==> src/rtl/arb_pkg.sv <==
// Shared types and bus geometry for the instruction/data memory bus arbiter.
package arb_pkg;

    localparam int BUS_AW = 64;
    localparam int BUS_DW = 64;
    localparam int BUS_SW = BUS_DW / 8;

    typedef enum logic [1:0] {
        IDLE      = 2'd0,
        ISSUE     = 2'd1,
        WAIT_RESP = 2'd2,
        DONE      = 2'd3
    } state_e;

    typedef enum logic {
        OWN_IFU  = 1'b0,
        OWN_MEMU = 1'b1
    } owner_e;

    function automatic logic [BUS_AW-1:3] word_addr(input logic [BUS_AW-1:0] addr);
        return addr[BUS_AW-1:3];
    endfunction

endpackage

==> src/rtl/mem_arb_rr.sv <==
// Two-way round-robin grant; on a tie the requester that was not granted last wins.
module mem_arb_rr
    import arb_pkg::*;
(
    input  logic   clk,
    input  logic   rst_n,
    input  logic   ifu_req,
    input  logic   memu_req,
    input  logic   grant_en,
    output logic   grant_valid,
    output owner_e grant_owner
);

    owner_e last_grant;

    always_comb begin
        grant_valid = grant_en && (ifu_req || memu_req);
        grant_owner = OWN_IFU;
        if (ifu_req && memu_req) begin
            grant_owner = (last_grant == OWN_IFU) ? OWN_MEMU : OWN_IFU;
        end else if (memu_req) begin
            grant_owner = OWN_MEMU;
        end
    end

    // Reset to MEMU so the first tie after reset goes to IFU.
    always_ff @(posedge clk or negedge rst_n) begin
        if (!rst_n) begin
            last_grant <= OWN_MEMU;
        end else if (grant_valid) begin
            last_grant <= grant_owner;
        end
    end

endmodule

==> src/rtl/mem_bus_arbiter.sv <==
// Shares one 64-bit memory bus between the fetch unit and the load/store unit,
// with registered responses, one-cycle finish pulses and a response timeout.
module mem_bus_arbiter
    import arb_pkg::*;
#(
    parameter int TIMEOUT_CYCLES = 255,
    parameter int CNT_W          = 16
) (
    input  logic              clk,
    input  logic              rst_n,

    input  logic              ifu_req,
    input  logic [BUS_AW-1:0] ifu_addr,
    output logic [31:0]       ifu_rdata,
    output logic              ifu_finish,
    output logic              ifu_err,

    input  logic              memu_req,
    input  logic              memu_we,
    input  logic [BUS_AW-1:0] memu_addr,
    input  logic [BUS_DW-1:0] memu_wdata,
    input  logic [BUS_SW-1:0] memu_wstrb,
    output logic [BUS_DW-1:0] memu_rdata,
    output logic              memu_finish,
    output logic              memu_err,

    output logic              bus_req_valid,
    input  logic              bus_req_ready,
    output logic [BUS_AW-1:0] bus_addr,
    output logic              bus_we,
    output logic [BUS_DW-1:0] bus_wdata,
    output logic [BUS_SW-1:0] bus_wstrb,
    input  logic              bus_resp_valid,
    input  logic [BUS_DW-1:0] bus_resp_data,
    input  logic              bus_resp_err
);

    localparam logic [CNT_W-1:0] CNT_LAST = CNT_W'(TIMEOUT_CYCLES - 1);

    state_e              state;
    state_e              state_nxt;
    owner_e              owner_q;
    owner_e              grant_owner;
    logic                grant_valid;

    logic [BUS_AW-1:3]   addr_q;
    logic                hi_q;
    logic                we_q;
    logic [BUS_DW-1:0]   wdata_q;
    logic [BUS_SW-1:0]   wstrb_q;
    logic [CNT_W-1:0]    cnt_q;

    logic [31:0]         ifu_rdata_q;
    logic                ifu_err_q;
    logic [BUS_DW-1:0]   memu_rdata_q;
    logic                memu_err_q;

    logic                resp_take;
    logic                timeout_hit;
    logic                unused_addr_bits;

    assign unused_addr_bits = ^{ifu_addr[1:0], memu_addr[2:0]};

    mem_arb_rr u_arb (
        .clk         (clk),
        .rst_n       (rst_n),
        .ifu_req     (ifu_req),
        .memu_req    (memu_req),
        .grant_en    (state == IDLE),
        .grant_valid (grant_valid),
        .grant_owner (grant_owner)
    );

    assign resp_take   = (state == WAIT_RESP) && bus_resp_valid;
    assign timeout_hit = (state == WAIT_RESP) && !bus_resp_valid && (cnt_q == CNT_LAST);

    // FSM state (state | meaning):
    //   IDLE      | waiting for a request; arbitrate and latch the winner
    //   ISSUE     | request channel valid, waiting for bus_req_ready
    //   WAIT_RESP | waiting for bus_resp_valid, timeout counter running
    //   DONE      | finish pulse to the owner; back to IDLE next cycle
    always_ff @(posedge clk or negedge rst_n) begin
        if (!rst_n) begin
            state <= IDLE;
        end else begin
            state <= state_nxt;
        end
    end

    always_comb begin
        state_nxt = state;
        case (state)
            IDLE:      if (grant_valid) state_nxt = ISSUE;
            ISSUE:     if (bus_req_ready) state_nxt = WAIT_RESP;
            WAIT_RESP: if (resp_take || timeout_hit) state_nxt = DONE;
            DONE:      state_nxt = IDLE;
            default:   state_nxt = IDLE;
        endcase
    end

    always_ff @(posedge clk or negedge rst_n) begin
        if (!rst_n) begin
            owner_q <= OWN_IFU;
            addr_q  <= '0;
            hi_q    <= 1'b0;
            we_q    <= 1'b0;
            wdata_q <= '0;
            wstrb_q <= '0;
        end else if (grant_valid) begin
            owner_q <= grant_owner;
            if (grant_owner == OWN_IFU) begin
                addr_q  <= word_addr(ifu_addr);
                hi_q    <= ifu_addr[2];
                we_q    <= 1'b0;
                wdata_q <= '0;
                wstrb_q <= '0;
            end else begin
                addr_q  <= word_addr(memu_addr);
                hi_q    <= 1'b0;
                we_q    <= memu_we;
                wdata_q <= memu_we ? memu_wdata : '0;
                wstrb_q <= memu_we ? memu_wstrb : '0;
            end
        end
    end

    always_ff @(posedge clk or negedge rst_n) begin
        if (!rst_n) begin
            cnt_q <= '0;
        end else if (state == ISSUE && bus_req_ready) begin
            cnt_q <= '0;
        end else if (state == WAIT_RESP && !bus_resp_valid && !timeout_hit) begin
            cnt_q <= cnt_q + 1'b1;
        end
    end

    // Response registers hold between finish pulses; a timeout forces data to zero.
    always_ff @(posedge clk or negedge rst_n) begin
        if (!rst_n) begin
            ifu_rdata_q  <= '0;
            ifu_err_q    <= 1'b0;
            memu_rdata_q <= '0;
            memu_err_q   <= 1'b0;
        end else if (resp_take || timeout_hit) begin
            if (owner_q == OWN_IFU) begin
                if (resp_take) begin
                    ifu_rdata_q <= hi_q ? bus_resp_data[63:32] : bus_resp_data[31:0];
                end else begin
                    ifu_rdata_q <= '0;
                end
                ifu_err_q <= resp_take ? bus_resp_err : 1'b1;
            end else begin
                memu_rdata_q <= (resp_take && !we_q) ? bus_resp_data : '0;
                memu_err_q   <= resp_take ? bus_resp_err : 1'b1;
            end
        end
    end

    assign bus_req_valid = (state == ISSUE);
    assign bus_addr      = bus_req_valid ? {addr_q, 3'b000} : '0;
    assign bus_we        = bus_req_valid && we_q;
    assign bus_wdata     = bus_req_valid ? wdata_q : '0;
    assign bus_wstrb     = bus_req_valid ? wstrb_q : '0;

    assign ifu_finish  = (state == DONE) && (owner_q == OWN_IFU);
    assign memu_finish = (state == DONE) && (owner_q == OWN_MEMU);
    assign ifu_rdata   = ifu_rdata_q;
    assign ifu_err     = ifu_err_q;
    assign memu_rdata  = memu_rdata_q;
    assign memu_err    = memu_err_q;

    resp_outside_wait: assert property (@(posedge clk) disable iff (!rst_n)
        bus_resp_valid |-> (state == WAIT_RESP))
        else $warning("bus_resp_valid ignored outside WAIT_RESP");

endmodule

==> config.mk <==
export PLATFORM = sky130hd
export DESIGN_NAME = mem_bus_arbiter
export DESIGN_NICKNAME = d
export VERILOG_FILES = /design/src/rtl/arb_pkg.sv /design/src/rtl/mem_arb_rr.sv /design/src/rtl/mem_bus_arbiter.sv
export SDC_FILE = /design/constraint.sdc
export NUM_CORES = 1
export LEC_CHECK = 0
export ABC_AREA = 1
export CAP_MARGIN = 5
export CORE_AREA = 2 2 197 199
export DETAILED_ROUTE_END_ITERATION = 7
export DIE_AREA = 0 0 199 201
export PLACE_DENSITY = 0.76
export SYNTH_ARGS = -nofsm -noshare
export SYNTH_HDL_FRONTEND = slang
export SYNTH_SLANG_ARGS = --single-unit
export TNS_END_PERCENT = 20
==> constraint.sdc <==
create_clock -name clk -period 2.1 [get_ports clk]
set_input_delay 0.63 -clock clk [delete_from_list [all_inputs] [get_ports clk]]
set_output_delay 0.63 -clock clk [all_outputs]
set_load 0.01 [all_outputs]
# ---- Yosys cells after proc, flatten, opt, wreduce, memory -nomap -nowiden
# Index checks and enable logic that the tools add are counted.
dict set report word_totals {
  register_bits 253
  wordCells 66
  out_inout_bits 238
  in_bits 272
}
dict set report op_classes {
  bitwise 1
  n_reduce_logical 21
  n_mux 23
  add_sub_neg 1
  n_eq_ne 7
}
# op n
set op_table {}
lappend op_table {{2-to-1 mux 64 bit} 5}
lappend op_table {{2-to-1 mux 32 bit} 2}
lappend op_table {{2-to-1 mux 61 bit} 1}
lappend op_table {{2-to-1 mux 16 bit} 2}
lappend op_table {{2-to-1 mux 8 bit} 3}
lappend op_table {{adder 16 x 1 -> 16 bit (second input constant)} 1}
lappend op_table {{equality test 16 x 8 -> 1 bit (second input constant)} 1}
lappend op_table {{logical AND 1 bit} 11}
lappend op_table {{case mux 2 bit (4 select lines)} 1}
lappend op_table {{2-to-1 mux 1 bit} 6}
lappend op_table {{2-to-1 mux 2 bit} 3}
lappend op_table {{equality test 2 bit (second input constant)} 2}
lappend op_table {{inequality test 2 x 1 -> 1 bit (second input constant)} 2}
lappend op_table {{AND reduction 2 bit} 2}
lappend op_table {{zero test 1 bit} 3}
lappend op_table {{AND reduction 3 bit} 1}
lappend op_table {{equality test 2 x 1 -> 1 bit (second input constant)} 1}
lappend op_table {{zero test 2 bit} 1}
lappend op_table {{logical OR 1 bit} 2}
lappend op_table {{inequality test 2 bit (second input constant)} 1}
lappend op_table {{nonzero test 2 bit} 1}
lappend op_table {{inverter 1 bit} 1}

# ---- Longest topological paths before layout
# Gate-level depths: netlist (run 1).
dict set report logic_depth {
  ltp_word 7
  ltp_mapped 13
  ltp_nobuf 12
}

# ---- By module
# From an unflattened synthesis (run 1), not the netlist that was laid out.
dict set report hier_totals {
  cells_unflattened 1541
  area_unflattened_um2 12343.1
}
# module instances cells_per_inst area_each_um2 seq_area_each_um2
set by_module_without_submodules {}
lappend by_module_without_submodules {mem_bus_arbiter 1 1533 12280.5 6306.0}
lappend by_module_without_submodules {mem_arb_rr 1 8 62.6 26.3}

# ---- Least setup slack after synthesis (run 1)
# OpenSTA, ideal clock, no wires.
dict set report synth_path {
  path_type {register to output}
  start {reg state[1]}
  end {out bus_wdata[10]}
  t_arrival_ns 1.686
  required_time_ns 1.470
  n_path_buf 3
  setup_slack_ns -0.216
  stages_incl_launch_ff 8
  path_cell_list {dfrtp_1 -> inv_1 -> ha_1 -> clkbuf_1 -> clkbuf_1 -> buf_1 -> nand2_1 -> inv_1}
}
dict set report synth_between {
  elab_chain_cells 2
}
# item line
set synth_lines {}
lappend synth_lines {{from (decl)} mem_bus_arbiter.sv:40} ;# state_e state;
lappend synth_lines {{from (signal assigned)} mem_bus_arbiter.sv:86} ;# state <= state_nxt;
lappend synth_lines {{equality test 2 x 1 -> 1 bit} mem_bus_arbiter.sv:159} ;# assign bus_req_valid = (state == ISSUE);
lappend synth_lines {{via bus_req_valid} mem_bus_arbiter.sv:27} ;# output logic bus_req_valid,
lappend synth_lines {{2-to-1 mux 64 bit} mem_bus_arbiter.sv:162} ;# assign bus_wdata = bus_req_valid ? wdata_q : '0;
lappend synth_lines {{to (decl)} mem_bus_arbiter.sv:31} ;# output logic [BUS_DW-1:0] bus_wdata,
# The timed path passes the listed nets, and every way through them passes these cells.

# ---- Worst setup path after layout (run 1)
dict set report layout_path {
  start {reg state[1]}
  end {out bus_addr[38]}
}
dict set report layout_between {
  elab_chain_cells 2
}
# item line
set layout_lines {}
lappend layout_lines {{equality test 2 x 1 -> 1 bit} mem_bus_arbiter.sv:159}
lappend layout_lines {{2-to-1 mux 64 bit} mem_bus_arbiter.sv:160} ;# assign bus_addr = bus_req_valid ? {addr_q, 3'b000} : '0;
lappend layout_lines {{to (decl)} mem_bus_arbiter.sv:29} ;# output logic [BUS_AW-1:0] bus_addr,
# Every way passes these cells.

==> impl_metrics.ini, run 1 <==
[finish]
final_layout_net_count = 2472
final_cells = 2740
post_route_cells_drive_above_1_share_pct = 21.0
final_core_utilization_pct = 54.3
syn2layout_area_growth_pct = 64.8

[power_and_ir_drop]
leakage_uw = 0.0117
register_share_of_total_power_pct = 31.0
switching_portion_of_total_power_pct = 38.5
p_int_uw = 16800
power_density_nw_per_um2 = 1320
ir_worst_vdd_uv = 852
pwr-share-comb_pct = 47.2
clock_power_share_pct = 21.8
total_switching_power_uw = 10500

[floorplan]
io-pin-count = 510
chipWidth_um = 199
core_area_um2 = 38100
row_count = 72
fp.dieArea_um2 = 40000
die_extent_in_y_um = 201
initial_utilization_pct = 32.9

[drt]
final_antenna_net_count = 0
number_of_optimization_iterations_in_the_first_detailed_route_pass = 7
via_density_per_instance = 4.93
avgRoutedWirePerCell_um = 17.5
num_vias = 13500
detail_route.iter0.violations = 723
totalWireLength_um = 48100
drc = 0

[global_routing]
grt_antenna_before_repair = 7
vias_in_the_first_global_route = 13400
grt_start_max_net_pins = 74
first_pass_grt_wire_length_um = 72100
track_usage_pct = 22.7
global_route.overflow_total = 0

[yosys]
total_number_of_yosys_warnings = 0
ys_top_cells_by_area = dfrtp_1, nand2_1, inv_1, o21ai_0, nand4_1
synthesis.area_um2 = 12500
postSynthRegisterBits = 253
synth.avg_cell_area_um2 = 7.45
synth_top_area_share_pct = 50.3
yosysSeqAreaShare_pct = 50.5
synthDistinctLibCells = 25
synth_cells = 1684
synthDominantAreaCellType = dfrtp_1

[sta]
tightest_slew_ns = 0.694
postLayoutSetupSlackWorst_ns = -0.371
shortest_clock_period_the_worst_path_allows_after_layout_ns = 2.47
fmax_mhz = 405
post-route-period-util_pct = 118
slew_headroom_pct = 53.8
finalMaxSlewViolations = 0
setup-violations-final = 137
grt_setup_unrepaired = yes
totalNegativeSetupSlack_ns = -39.59
final-hold-violation-count = 0
fin_skew_ns = 0.00879

[clocking]
h-tree-depth = 1
clock_insertion_delay_worst_skew_ns = 0.56
cts.clk_slew.worst_paths_ns = 0.06
numClockSinks = 253
cts_tree = done
ctsRootBufferMaster = clkbuf_16
cts_inserted_buffers = 29
cts_buffer_depth = 3

[worst_setup_path]
timing_worst_setup_path_type = reg2out
critical_path_arrival_ns = 1.84
critPathBufInv = 6
crit_path_top_delay_cell = dfrtp_1
cp_top_delay_family = buffers and inverters
cell_by_cell_trace_of_the_critical_path = inv_2, ha_4, buf_12, buf_12, clkbuf_16, nand2_2, inv_2, buf_6
cp_data_required_time_ns = 1.47
crit_path_start_kind = flop
timing.critical_path.slowest_cell_delay_ns = 0.38
worst_setup_path_end_kind = output pin
crit_fanout = 7

[status]
violated_checks = setup timing
status = finished, violations left

[place]
gp_routability_congestion = 0.879
preCtsSetupSlack_ns = -0.244
place.detailed.instances = 2655
portBuffers = 501
post-dp-hpwl_um = 33000

[worst_hold_path]
min_path_type = reg2reg

[flow_run]
cap_violations = 0
==> flip-flops by register name, summed over array words and instances (netlist names) <==
name / count
memu_rdata: 64
wdata_q: 64
addr_q: 61
ifu_rdata: 32
cnt_q: 16
wstrb_q: 8
state: 2
hi_q: 1
ifu_err: 1
memu_err: 1
owner_q: 1
u_arb.last_grant: 1
we_q: 1
==> tightest hold or removal path, delay by kind of cell (launching register included) <==
family,cells,cell delay [ns]
flops,1,0.34
simple gates,2,0.09
==> area by class of cell <==
| class | instances | area [um^2] |
|---|---|---|
| diodes | 7 | 17.5 |
| fillers | 3402 | 17400 |
| inverters | 233 | 880 |
| clock buffers | 38 | 810 |
| flip-flops and latches | 253 | 6330 |
| multi-input cells | 1084 | 5250 |
| well taps | 518 | 648 |
| clock inverters | 15 | 312 |
| repair buffers | 592 | 6420 |
==> per-stage QoR <==
step / hold slack [ns] / power, uW / cell area [um^2]
2_1_floorplan: 0.334 / 13300 / 12600
3_3_place_gp: 0.454 / 19300 / 18500
6_report: 0.465 / 27300 / 20700
5_1_grt: 0.489 / 28900 / 20700
4_1_cts: 0.469 / 25800 / 19700
3_5_place_dp: 0.457 / 19500 / 18500
==> placed cells by master, fill, tap and decap left out, drive strengths merged <==
cell,Yosys,routed
a21oi,33,33
xor2,6,6
diode,0,7
ha,7,7
conb,1,3
dfstp,1,1
or2,1,1
dfrtp,252,252
clkinvlp,0,3
clkinv,2,4
buf,32,222
a22oi,1,1
o21bai,2,2
clkbuf,84,44
a31oi,61,61
nor2,94,94
dlymetal6s2s,0,67
dlygate4sd3,0,1
inv,231,232
nand3,51,51
bufinv,0,9
nand2,596,596
o21ai,152,152
clkdlybuf4s50,0,266
nand4,77,77
dlygate4sd2,0,30
==> cell families (layout without fill, tap and decap cells) <==
| group | count (synthesis) | count (layout) | synth area share (%) |
|---|---|---|---|
| buffers and inverters | 349 | 878 | 11.1 |
| AOI/OAI and AO/OA | 249 | 249 | 10.6 |
| DFF | 253 | 253 | 50.5 |
| and+or+nand+nor | 819 | 819 | 26.6 |
| adders and majority gates | 7 | 7 | 0.698 |
| other | 1 | 10 | 0.0299 |
| xor gates and xnor gates | 6 | 6 | 0.419 |
==> per-layer routing <==
layer	GRT usage [%]	wire length (um)	up-vias
li1	-	-	6312
met1	26.8	18000	6417
met2	39.2	23600	659
met3	5.06	4210	129
met4	10.2	2240	0
met5	0	0	-
==> final timing paths <==
kind | startpoint | to | slack (ns) | cells past startpoint
worst max-delay path | state[1] | bus_addr[38] | -0.37 | 8
max in group asynchronous | rst_n | u_arb.last_grant | 0.82 | 3
worst max register to register | state[0] | cnt_q[0] | 0.13 | 9
worst min-delay path | memu_rdata[6] | memu_rdata[6] | 0.46 | 2
min in group asynchronous | rst_n | ifu_rdata[4] | 0.59 | 2
worst min register to register | memu_rdata[6] | memu_rdata[6] | 0.46 | 2
==> Yosys cell counts <==
cell type and count:
nand2_1 595, conb_1 1, clkinv_1 2, nor2_2 1, ha_1 7, o21ai_0 152, dfstp_2 1, buf_2 19
nand2_2 1, xor2_1 6, dfrtp_1 252, nand3_1 51, a22oi_1 1, o21bai_1 2, nor2_1 93, a21oi_1 33
a31oi_1 61, buf_1 3, inv_2 4, clkbuf_1 84, or2_2 1, inv_1 227, nand4_1 77, buf_4 3
buf_6 7
==> power groups by stage <==
stage                     Sequential (uW)  Combinational [uW]  Clock, uW
final                                8470               12900       5950
after CTS                            8220               11600       6050
after global placement               8200               11100          0
after global routing                 8710               14000       6250
after detailed placement             8250               11300          0
after floorplan                      8280                5040          0
==> what timing repair did <==
item,in CTS,in global routing
hold endpoints to repair,37,0
cloned,5,7
setup endpoints to repair,219,279
resized for setup,619,377
hold buffers,1,0
pin swaps,1,3
setup buffers,8,5
(Power assumes the default switching activity.)
==> run 2: changes to the inputs <==
--- a/config.mk
+++ b/config.mk
@@ -11,6 +11,7 @@
 export DETAILED_ROUTE_END_ITERATION = 7
 export DIE_AREA = 0 0 199 201
 export PLACE_DENSITY = 0.76
+export SLEW_MARGIN = 40
 export SYNTH_ARGS = -nofsm -noshare
 export SYNTH_HDL_FRONTEND = slang
 export SYNTH_SLANG_ARGS = --single-unit
==> results of run 2 <==
Same layout as run 1: the final DEF is identical, and so are final timing and power.
